===== src/rtl/hazard_ctrl_unit.sv =====
// Forwarding, load-use, branch-flush and memory-wait freeze control for the 5-stage pipeline.
// Also produces a wait-timeout pulse and saturating stall counters.
module hazard_ctrl_unit #(
  parameter int unsigned REG_AW   = 5,
  parameter int unsigned WAIT_MAX = 15,
  parameter int unsigned CNT_W    = 16
) (
  input  logic              clk,
  input  logic              rst_n,
  input  logic [REG_AW-1:0] rs1_id,
  input  logic [REG_AW-1:0] rs2_id,
  input  logic              rs1_used_id,
  input  logic              rs2_used_id,
  input  logic              store_id,
  input  logic [REG_AW-1:0] rs1_id_ex,
  input  logic [REG_AW-1:0] rs2_id_ex,
  input  logic [REG_AW-1:0] rd_id_ex,
  input  logic              reg_w_ena_id_ex,
  input  logic              ram_r_id_ex,
  input  logic              ram_w_id_ex,
  input  logic [REG_AW-1:0] rd_ex_mem,
  input  logic              reg_w_ena_ex_mem,
  input  logic              ram_r_ex_mem,
  input  logic              ram_w_ex_mem,
  input  logic [REG_AW-1:0] rd_mem_wb,
  input  logic              reg_w_ena_mem_wb,
  input  logic              ram_ready,
  input  logic              flush_ex,
  input  logic              cnt_clr,
  output logic [1:0]        forward_a,
  output logic [1:0]        forward_b,
  output logic              forward_c,
  output logic              stall_pc,
  output logic              stall_if_id,
  output logic              flush_if_id,
  output logic              bubble_id_ex,
  output logic              hold_id_ex,
  output logic              hold_ex_mem,
  output logic              bubble_mem_wb,
  output logic              mem_timeout,
  output logic [CNT_W-1:0]  lu_stall_cnt,
  output logic [CNT_W-1:0]  mem_stall_cnt
);

  localparam int unsigned WC_W = $clog2(WAIT_MAX + 1);
  localparam logic [0:0] ST_RUN      = 1'b0;
  localparam logic [0:0] ST_MEM_WAIT = 1'b1;
  localparam logic [CNT_W-1:0] CNT_MAX = {CNT_W{1'b1}};

  logic [0:0]      state, state_nxt;
  logic [WC_W-1:0] wait_cnt, wait_nxt;
  logic            timeout_nxt;
  logic            hit_em_a, hit_em_b, hit_mw_a, hit_mw_b;
  logic            lu, mem_busy, at_limit, freeze, lu_apply;

  function automatic logic hit(input logic we, input logic [REG_AW-1:0] rd,
                               input logic [REG_AW-1:0] r);
    return we && (rd != '0) && (rd == r);
  endfunction

  // Operand forwarding; EX/MEM has priority over MEM/WB.
  assign hit_em_a  = hit(reg_w_ena_ex_mem, rd_ex_mem, rs1_id_ex);
  assign hit_em_b  = hit(reg_w_ena_ex_mem, rd_ex_mem, rs2_id_ex);
  assign hit_mw_a  = hit(reg_w_ena_mem_wb, rd_mem_wb, rs1_id_ex);
  assign hit_mw_b  = hit(reg_w_ena_mem_wb, rd_mem_wb, rs2_id_ex);
  assign forward_a = hit_em_a ? 2'b10 : (hit_mw_a ? 2'b01 : 2'b00);
  assign forward_b = hit_em_b ? 2'b10 : (hit_mw_b ? 2'b01 : 2'b00);
  assign forward_c = hit_em_b && !hit_em_a && ram_r_ex_mem && ram_w_id_ex;

  // A store consuming load data only as rs2 is served by forward_c instead of stalling.
  assign lu = ram_r_id_ex && reg_w_ena_id_ex && (rd_id_ex != '0) &&
              ((rs1_used_id && (rd_id_ex == rs1_id)) ||
               (rs2_used_id && (rd_id_ex == rs2_id) && !store_id));

  assign mem_busy = (ram_r_ex_mem || ram_w_ex_mem) && !ram_ready;
  assign at_limit = (state == ST_MEM_WAIT) && (wait_cnt == WC_W'(WAIT_MAX));
  // Gated by rst_n so a reset during a wait releases the pipeline immediately.
  assign freeze   = rst_n && mem_busy && !at_limit;

  always_comb begin
    state_nxt     = state;
    wait_nxt      = wait_cnt;
    timeout_nxt   = 1'b0;
    stall_pc      = 1'b0;
    stall_if_id   = 1'b0;
    flush_if_id   = 1'b0;
    bubble_id_ex  = 1'b0;
    hold_id_ex    = 1'b0;
    hold_ex_mem   = 1'b0;
    bubble_mem_wb = 1'b0;
    lu_apply      = 1'b0;

    case (state)
      ST_RUN: begin
        if (freeze) begin
          state_nxt = ST_MEM_WAIT;
          wait_nxt  = WC_W'(1);
        end
      end
      ST_MEM_WAIT: begin
        if (!mem_busy) begin
          state_nxt = ST_RUN;
          wait_nxt  = '0;
        end else if (at_limit) begin
          timeout_nxt = 1'b1;
          state_nxt   = ST_RUN;
          wait_nxt    = '0;
        end else begin
          wait_nxt = wait_cnt + WC_W'(1);
        end
      end
      default: begin
        state_nxt = ST_RUN;
        wait_nxt  = '0;
      end
    endcase

    // Freeze masks flush and load-use; they take effect once it lifts.
    if (freeze) begin
      stall_pc      = 1'b1;
      stall_if_id   = 1'b1;
      hold_id_ex    = 1'b1;
      hold_ex_mem   = 1'b1;
      bubble_mem_wb = 1'b1;
    end else if (flush_ex) begin
      flush_if_id  = 1'b1;
      bubble_id_ex = 1'b1;
    end else if (lu) begin
      stall_pc     = 1'b1;
      stall_if_id  = 1'b1;
      bubble_id_ex = 1'b1;
      lu_apply     = 1'b1;
    end
  end

  always_ff @(posedge clk or negedge rst_n) begin
    if (!rst_n) begin
      state       <= ST_RUN;
      wait_cnt    <= '0;
      mem_timeout <= 1'b0;
    end else begin
      state       <= state_nxt;
      wait_cnt    <= wait_nxt;
      mem_timeout <= timeout_nxt;
    end
  end

  // Saturating stall counters; clear wins over increment.
  always_ff @(posedge clk or negedge rst_n) begin
    if (!rst_n) begin
      lu_stall_cnt  <= '0;
      mem_stall_cnt <= '0;
    end else if (cnt_clr) begin
      lu_stall_cnt  <= '0;
      mem_stall_cnt <= '0;
    end else begin
      if (lu_apply && (lu_stall_cnt != CNT_MAX))
        lu_stall_cnt <= lu_stall_cnt + CNT_W'(1);
      if (freeze && (mem_stall_cnt != CNT_MAX))
        mem_stall_cnt <= mem_stall_cnt + CNT_W'(1);
    end
  end

endmodule


===== config.mk =====
export PLATFORM = sky130hd
export DESIGN_NAME = hazard_ctrl_unit
export DESIGN_NICKNAME = d
export VERILOG_FILES = /design/src/rtl/hazard_ctrl_unit.sv
export SDC_FILE = /design/constraint.sdc
export NUM_CORES = 1
export LEC_CHECK = 0
export ABC_AREA = 1
export CAP_MARGIN = 20
export CORE_MARGIN = 2
export CORE_UTILIZATION = 40
export CTS_CLUSTER_SIZE = 12
export DETAILED_ROUTE_END_ITERATION = 6
export HOLD_SLACK_MARGIN = 0.03
export PLACE_DENSITY = 0.75
export SKIP_CTS_REPAIR_TIMING = 1
export SYNTH_ARGS = -nofsm -noshare
export SYNTH_HDL_FRONTEND = slang
export SYNTH_SLANG_ARGS = --single-unit

===== constraint.sdc =====
create_clock -name clk -period 1.4 [get_ports clk]
set_input_delay 0.28 -clock clk [delete_from_list [all_inputs] [get_ports clk]]
set_output_delay 0.28 -clock clk [all_outputs]
set_load 0.02 [all_outputs]

==> run metrics, run 1 <==
DRC viols=0; worst endpoint required time=1120 ps; WL final=10,240 um; Antenna Violating Nets Remaining=0; IR drop worst, VDD=370.5 uV; IO Port Bufs=94; FILL cells=481; Reg2Reg Capture Point=mem_stall_cnt[8]; met3 WL=583 um; Post-Syn Area=2984 um2; Power Density=530.8 nW/um2; commonest cells after routing, fill and taps aside=nand2_1, buf_4, dlymetal6s2s_1; LEAKAGE=3.309 nW; Hold Path Class=in2async; final setup margin=-402.5 ps; post-route minimum period=1802 ps; final instance count without filler cells=698; core area=7253 um2; Placed Cells=676; CTS tree=done; clk buf depth=2; Warnings, synthesis=0; vias in the first global route=3,331; Placer Congestion=0.9210; Worst slew margin=0.6655; worst slack, placed=-1127 ps; Clock transition at path regs=80 ps; total clock buffers created by CTS=5; Final Skew=3.184 ps; status=finished, violations left; Yosys cell types=34; Syn Inst Count=419; Final Cycle Share=1.287; Syn Nets=472; WP data arrival=1520 ps; fin nets=651; initial antenna violation count=0; Pre-Repair DR Iteration Count=5; Setup CP Type=reg2out; total global-route track usage=0.2064; Remaining Overflow, GRT=0; measured slew at the worst slew-check pin=501.8 ps; H-Tree Depth=2; WL met2=5523 um; Layout area overhead=81.43%; fmax=554.8 MHz; RSZ-0062 raised after global routing=true; r2r setup slk=-390 ps; Die X=90.37 um; routed vias/inst=5.117; latest clock arrival within the worst-skew pair=300 ps; Detail Placement HPWL=6675 um; die area=8167 um2; commonest non-fill, non-tap cell in the layout=nand2_1; pin count of the biggest net entering global routing=39; max layer used=met4; share of layout cells above drive strength 1=0.3806; failing checks=negative setup slack; register area=960.9 um2; Iteration-0 DRC Markers=179; r2r worst-path depth=11; Reg2Reg Launch Point=wait_cnt[1]; Hold Fails Final Rpt=0; register area share after synthesis=0.3187; ant diodes=0; clk root buf=clkbuf_8; average cell area after synthesis=7.122 um2; fin. max-slew vios=0; multi-input logic area=2218 um2; routed length on met1=3882 um; Rows=31; clk sinks=38; Final Setup Violations=44; crit-path max FO=5; global-route wire length before repair=14,200 um; max_cap viols=0; Via Count=3,572; Synth Register Bits=38; CP Launch Type=register; die height=90.37 um; I/O pin count=95; CP Capture Type=output port; WL per Instance=14.67 um; Starting Density=0.4114
-- sequential cells by signal, summed over array words and instances (netlist names) --
register       cells
state              1
mem_timeout        1
lu_stall_cnt      16
mem_stall_cnt     16
wait_cnt           4
-- synthesized netlist by cell type (all sizes together) --
| cell | number | area [um2] |
|---|---|---|
| a21oi | 3 | 15.01 |
| buf | 11 | 95.08 |
| clkbuf | 4 | 18.77 |
| clkinv | 1 | 3.750 |
| dfrtp | 38 | 950.9 |
| ha | 3 | 37.54 |
| inv | 51 | 191.4 |
| nand2 | 97 | 386.6 |
| nand3 | 65 | 357.9 |
| nand4 | 13 | 96.34 |
| nor2 | 55 | 231.5 |
| nor3 | 12 | 70.07 |
| nor3b | 3 | 27.52 |
| nor4 | 2 | 12.51 |
| o211ai | 1 | 7.510 |
| o21ai | 18 | 116.4 |
| o31ai | 2 | 15.01 |
| xnor2 | 14 | 122.6 |
| xor2 | 26 | 227.7 |
-- critical path: stages (launching register included) --
cell and delay (ps):
dfrtp_1 390, ha_2 190, nand4_1 140, nand3_4 160, buf_6 160, nand2_4 60
buf_6 120
-- metal layers --
metal | GRT usage | vias up
li1 | - | 1712
met1 | 0.2340 | 1687
met2 | 0.3872 | 148
met3 | 0.03506 | 25
met4 | 0.07308 | 0
met5 | 0 | -
-- layout make-up --
| class | count | share of cell area |
|---|---|---|
| repair buffers | 184 | 0.3314 |
| clock buffers | 5 | 0.01271 |
| clock inverters | 3 | 0.007395 |
| flip-flops and latches | 38 | 0.1775 |
| well taps | 99 | 0.02288 |
| multi-input cells | 317 | 0.4098 |
| inverters | 52 | 0.03836 |
-- report_power, final --
part           internal (mW)  total, mW  leakage, nW  switching, mW
clock                  0.525      0.946       0.0579          0.422
combinational          0.394      0.784         2.74          0.389
sequential              1.12       1.14        0.512         0.0198
-- kinds of logic after synthesis --
group                    after synthesis  share of synthesized area
flip-flops                            38                     0.3187
adder cells (fa/ha/maj)                3                    0.01258
AO/OA/AOI/OAI                         24                    0.05157
buffers and inverters                 67                     0.1036
AND/OR/NAND/NOR                      247                     0.3962
XOR/XNOR                              40                     0.1174
-- worst max-delay path by stage --
stage	startpoint	endpoint	slack (ps)	depth (start not counted)
after global routing	rs2_used_id	stall_if_id	-500	10
after global placement	rd_ex_mem[0]	forward_a[0]	-1030	8
after detailed placement	rd_ex_mem[2]	forward_a[0]	-1130	8
after CTS	rd_ex_mem[2]	forward_a[0]	-1140	8
final	wait_cnt[1]	stall_pc	-400	6
after floorplan	mem_stall_cnt[0]	mem_stall_cnt[10]	-170	9
-- metrics by stage --
step / cell area [um2] / power, mW / hold slack (ps) / utilization / setup TNS (ps)
floorplan: 3124 / 1.448 / -15.59 / - / -4183
global placement: 4666 / 1.805 / 446.6 / 0.6433 / -30230
detailed placement: 4666 / 1.825 / 445.1 / 0.6433 / -32860
CTS: 4775 / 2.761 / 120.2 / 0.6583 / -31740
global route: 5414 / 2.982 / 143.2 / 0.7464 / -17070
finish: 5414 / 2.874 / 93.14 / 0.7464 / -13750
Note: power is estimated with default switching activity, not from simulation.
==> run 2, diff against run 1 <==
CORE_UTILIZATION = 43   (was 40)
PLACE_DENSITY = 0.8   (was 0.75)
==> run 2 against run 1 <==
Net effect: the flow still finishes with violations (negative setup slack); first-iteration DRC count is 5.0% lower; sequential share of layout area up 0.34 points; via count rose by 0.39%; register-to-register slack got worse by 30 ps; clock skew increased by 6.5 ps; critical path type is now reg2reg; critical endpoint is now lu_stall_cnt[1]; largest power group unchanged.
==> run metrics, run 2 (synthesis results as in run 1) <==
worst endpoint required time=1590 ps; Pre-Repair DR Iteration Count=5; latest clock arrival within the worst-skew pair=300 ps; measured slew at the worst slew-check pin=511.9 ps; share of layout cells above drive strength 1=0.3591; total global-route track usage=0.2245; crit path buf inv count=3; Antenna Violating Nets Remaining=0; Via Count=3,586; Crit-path slowest cell=dfrtp_1; pin count of the biggest net entering global routing=39; crit-path max FO=8; Die X=87.31 um; Remaining Overflow, GRT=0; Final Skew=9.707 ps; Layout area overhead=77.99%; WP data arrival=2020 ps; core area=6756 um2; RSZ-0062 raised after global routing=true; Worst slew margin=0.6587; ant diodes=0; Hold Fails Final Rpt=0; CP Launch Type=register; biggest regs=lu_stall_cnt: 16 flops, mem_stall_cnt: 16 flops, wait_cnt: 4 flops; fmax=548.3 MHz; status=finished, violations left; clk root buf=clkbuf_8; failing checks=negative setup slack; Detail Placement HPWL=6657 um; IR drop worst, VDD=357.5 uV; IO Port Bufs=94; fin. max-slew vios=0; final setup margin=-423.9 ps; Final Cycle Share=1.303; routed vias/inst=5.305; I/O pin count=95; initial antenna violation count=0; area of placed instances=4632 um2; Rows=30; clk buf depth=2; WL per Instance=16.06 um; H-Tree Depth=2; commonest non-fill, non-tap cell in the layout=nand2_1; total clock buffers created by CTS=5; Setup CP Type=reg2reg; Placer Congestion=0.9724; commonest cells after routing, fill and taps aside=nand2_1, buf_4, dlymetal6s2s_1; Setup TNS=-15,750 ps; Final Setup Violations=49; Power Density=550.8 nW/um2; Hold Path Class=in2async; die area=7622 um2; LEAKAGE=3.259 nW; Clock transition at path regs=80 ps; cell repeated most along the worst path=nand2_1; clk sinks=38; max_cap viols=0; WHS=104.2 ps; die height=87.31 um; post-route minimum period=1824 ps; CP Capture Type=register; Iteration-0 DRC Markers=170; vias in the first global route=3,253; r2r setup slk=-420 ps; CTS tree=done; cell chain of the critical path=ha_2 > nand4_1 > nand3_4 > buf_4 > buf_6 > nand2_1 > inv_2 > nand4_4 > nand3_1 > nand2_1; design area=5311 um2; Starting Density=0.4417; DRC viols=0; fin nets=648; global-route wire length before repair=13,690 um; WL final=10,860 um; Slowest Stage Delay on Critical Path=360 ps; Top delay family on crit path=simple AND/OR/NAND/NOR gates; worst slack, placed=-1134 ps
==> run 2: changes by cell type in the layout (fill, tap and decap cells not counted), moves of 3 or more <==
| cell | before | now |
|---|---|---|
| nor2_1 | 44 | 47 |
| nand2_4 | 6 | 3 |
| xor2_1 | 24 | 21 |
| nand2_1 | 84 | 87 |
| inv_2 | 4 | 7 |
| nand3_1 | 36 | 46 |
| buf_4 | 82 | 79 |
| buf_6 | 24 | 20 |
| nor2_4 | 6 | 3 |
| xor2_2 | 2 | 5 |
| nand3_2 | 26 | 16 |
==> run 2: path summary, 6_finish.rpt <==
kind	from	endpoint	depth (start not counted)
worst max-delay path	wait_cnt[0]	lu_stall_cnt[1]	10
worst min-delay path	rst_n	mem_stall_cnt[7]	2
worst max register to register	wait_cnt[0]	lu_stall_cnt[1]	10
worst min register to register	state	wait_cnt[0]	2
max in group asynchronous	rst_n	lu_stall_cnt[1]	2
min in group clk	state	wait_cnt[0]	2
==> run 2: power by group <==
| part | switching, mW | internal (mW) | total, mW | leakage [nW] |
|---|---|---|---|---|
| registers | 0.0208 | 1.12 | 1.14 | 0.512 |
| clock network | 0.437 | 0.525 | 0.962 | 0.0579 |
| logic | 0.416 | 0.402 | 0.818 | 2.69 |
==> run 2: layout make-up <==
cell class | instances | area [um2]
well taps | 80 | 100.1
inverters | 52 | 202.7
clock inverters | 3 | 40.04
clock buffers | 5 | 68.82
multi-input cells | 318 | 2165
fillers | 391 | 1445
repair buffers | 180 | 1774
flip-flops and latches | 38 | 960.9
==> run 2: metrics by stage <==
step | power [mW] | std cells | utilization
CTS | 2.765 | 662 | 0.7017
global placement | 1.802 | 654 | 0.6856
finish | 2.925 | 676 | 0.7861
floorplan | 1.448 | 419 | -
detailed placement | 1.823 | 654 | 0.6856
global route | 3.031 | 676 | 0.7861
==> run 2: metal layers <==
layer	track usage	vias to the layer above	wire length [um]
met2	0.4215	147	5824
met1	0.2524	1717	4192
met3	0.03886	23	544
li1	-	1699	-
met5	0	-	0
met4	0.07692	0	296
==> run 3, diff against run 2 <==
GPL_ROUTABILITY_DRIVEN = 0   (was unset)
==> run 3 against run 2 <==
Net effect: count of clock-buffer cells in the layout unchanged; clock skew decreased by 4.0 ps; sequential power about the same; cell count increased by 0.15%; first-iteration DRC count increased by 79%; highest routed layer unchanged; largest cell class unchanged; largest power group unchanged; critical path type unchanged; setup slack improved by 28 ps; die area unchanged; power decreased by 0.72%; the run still ends with negative setup slack left.
==> run metrics, run 3 (synthesis results as in run 1) <==
status=finished, violations left; failing checks=negative setup slack; Layout area overhead=77.11%; Final Cycle Share=1.283; IO Port Bufs=94; Via Count=3,652; Hold Path Class=in2async; latest clock arrival within the worst-skew pair=300 ps; Iteration-0 DRC Markers=305; die area=7622 um2; WP data arrival=1990 ps; total global-route track usage=0.2304; die height=87.31 um; fin nets=649; total clock buffers created by CTS=5; core area=6756 um2; Worst slew margin=0.6621; Hold Fails Final Rpt=0; vias in the first global route=3,317; total power=2.904 mW; biggest regs=lu_stall_cnt: 16 flops, mem_stall_cnt: 16 flops, wait_cnt: 4 flops; crit-path max FO=8; max_cap viols=0; Top delay family on crit path=simple AND/OR/NAND/NOR gates; Crit-path slowest cell=dfrtp_1; FILL cells=415; final setup margin=-396.2 ps; post-route minimum period=1796 ps; Setup CP Type=reg2reg; worst endpoint required time=1590 ps; Die X=87.31 um; IR drop worst, VDD=356.6 uV; global-route wire length before repair=14,100 um; Clock transition at path regs=80 ps; Power Density=549.5 nW/um2; cell chain of the critical path=ha_2 > nand4_1 > nand3_4 > buf_4 > buf_6 > nand2_2 > inv_4 > nand4_4 > nand3_1 > nand2_1; initial antenna violation count=0; DRC viols=0; pin count of the biggest net entering global routing=39; crit path buf inv count=3; CP Launch Type=register; CP Capture Type=register; clk root buf=clkbuf_8; WL per Instance=15.84 um; Slowest Stage Delay on Critical Path=370 ps; WL final=10,730 um; area of placed instances=4639 um2; clk sinks=38; design area=5285 um2; CTS tree=done; clk buf depth=2; ant diodes=0; final instance count without filler cells=677; measured slew at the worst slew-check pin=506.8 ps; Placed Cells=655; commonest non-fill, non-tap cell in the layout=nand2_1; Final Skew=5.757 ps; fin. max-slew vios=0; Antenna Violating Nets Remaining=0; RSZ-0062 raised after global routing=true; share of layout cells above drive strength 1=0.3417; LEAKAGE=3.289 nW; Pre-Repair DR Iteration Count=5; routed vias/inst=5.394; Starting Density=0.4417; Remaining Overflow, GRT=0; H-Tree Depth=2; Rows=30; Detail Placement HPWL=6726 um; commonest cells after routing, fill and taps aside=nand2_1, buf_4, dlymetal6s2s_1; fmax=556.7 MHz; Final Setup Violations=48; I/O pin count=95
## run 3: cell count changes in the layout (fill, tap and decap cells not counted), moves of 2 or more
cell / change
xor2_2: -5
inv_2: -3
dlymetal6s2s_1: +4
xor2_1: +5
nor2_2: -2
inv_1: +2
## run 3: worst paths after layout
path	slack [ps]	start	to	depth (start not counted)
min in group clk	570	state	wait_cnt[0]	2
hold reg to reg	570	state	wait_cnt[0]	2
setup reg to reg	-400	wait_cnt[1]	lu_stall_cnt[11]	10
max in group asynchronous	920	rst_n	mem_stall_cnt[1]	2
setup / recovery	-400	wait_cnt[1]	lu_stall_cnt[11]	10
hold / removal	100	rst_n	mem_stall_cnt[9]	2
## run 3: layout make-up
type | instances | area, um2 | area share
Tap cell | 80 | 100.1 | 0.01894
Clock buffer | 5 | 68.82 | 0.01302
Clock inverter | 3 | 40.04 | 0.007576
Inverter | 52 | 205.2 | 0.03883
Timing Repair Buffer | 181 | 1799 | 0.3404
Multi-Input combinational cell | 318 | 2111 | 0.3994
Sequential cell | 38 | 960.9 | 0.1818
## run 3: through the flow
stage / utilization / hold WS [ps] / setup WS (ps) / TNS (ps)
floorplan: - / -15.59 / -167.9 / -4183
global placement: 0.6867 / 421.5 / -1026 / -28490
detailed placement: 0.6867 / 425.7 / -1088 / -30720
CTS: 0.7028 / 95.51 / -1094 / -30190
global route: 0.7822 / 131.8 / -470.2 / -17500
finish: 0.7822 / 96.41 / -396.2 / -13890
## run 3: worst register-to-register path: stages (launching register included)
cell,delay (ps)
dfrtp_1,370
ha_2,190
nand4_1,160
nand3_4,180
buf_4,140
buf_6,100
nand2_2,70
inv_4,110
nand4_4,180
nand3_1,130
nand2_1,60
## run 3: where the power goes
group / leakage (nW) / switching, mW / total, mW / internal [mW]
clock: 0.0579 / 0.435 / 0.960 / 0.525
sequential: 0.512 / 0.0207 / 1.14 / 1.12
combinational: 2.72 / 0.402 / 0.800 / 0.398
## run 3: routing by layer
layer  GRT usage  up-vias  wire length, um
li1            -     1711                -
met1      0.2684     1732             4016
met2      0.4063      175             5738
met3     0.04834       34              652
met4     0.09790        0              320
met5           0        -                0
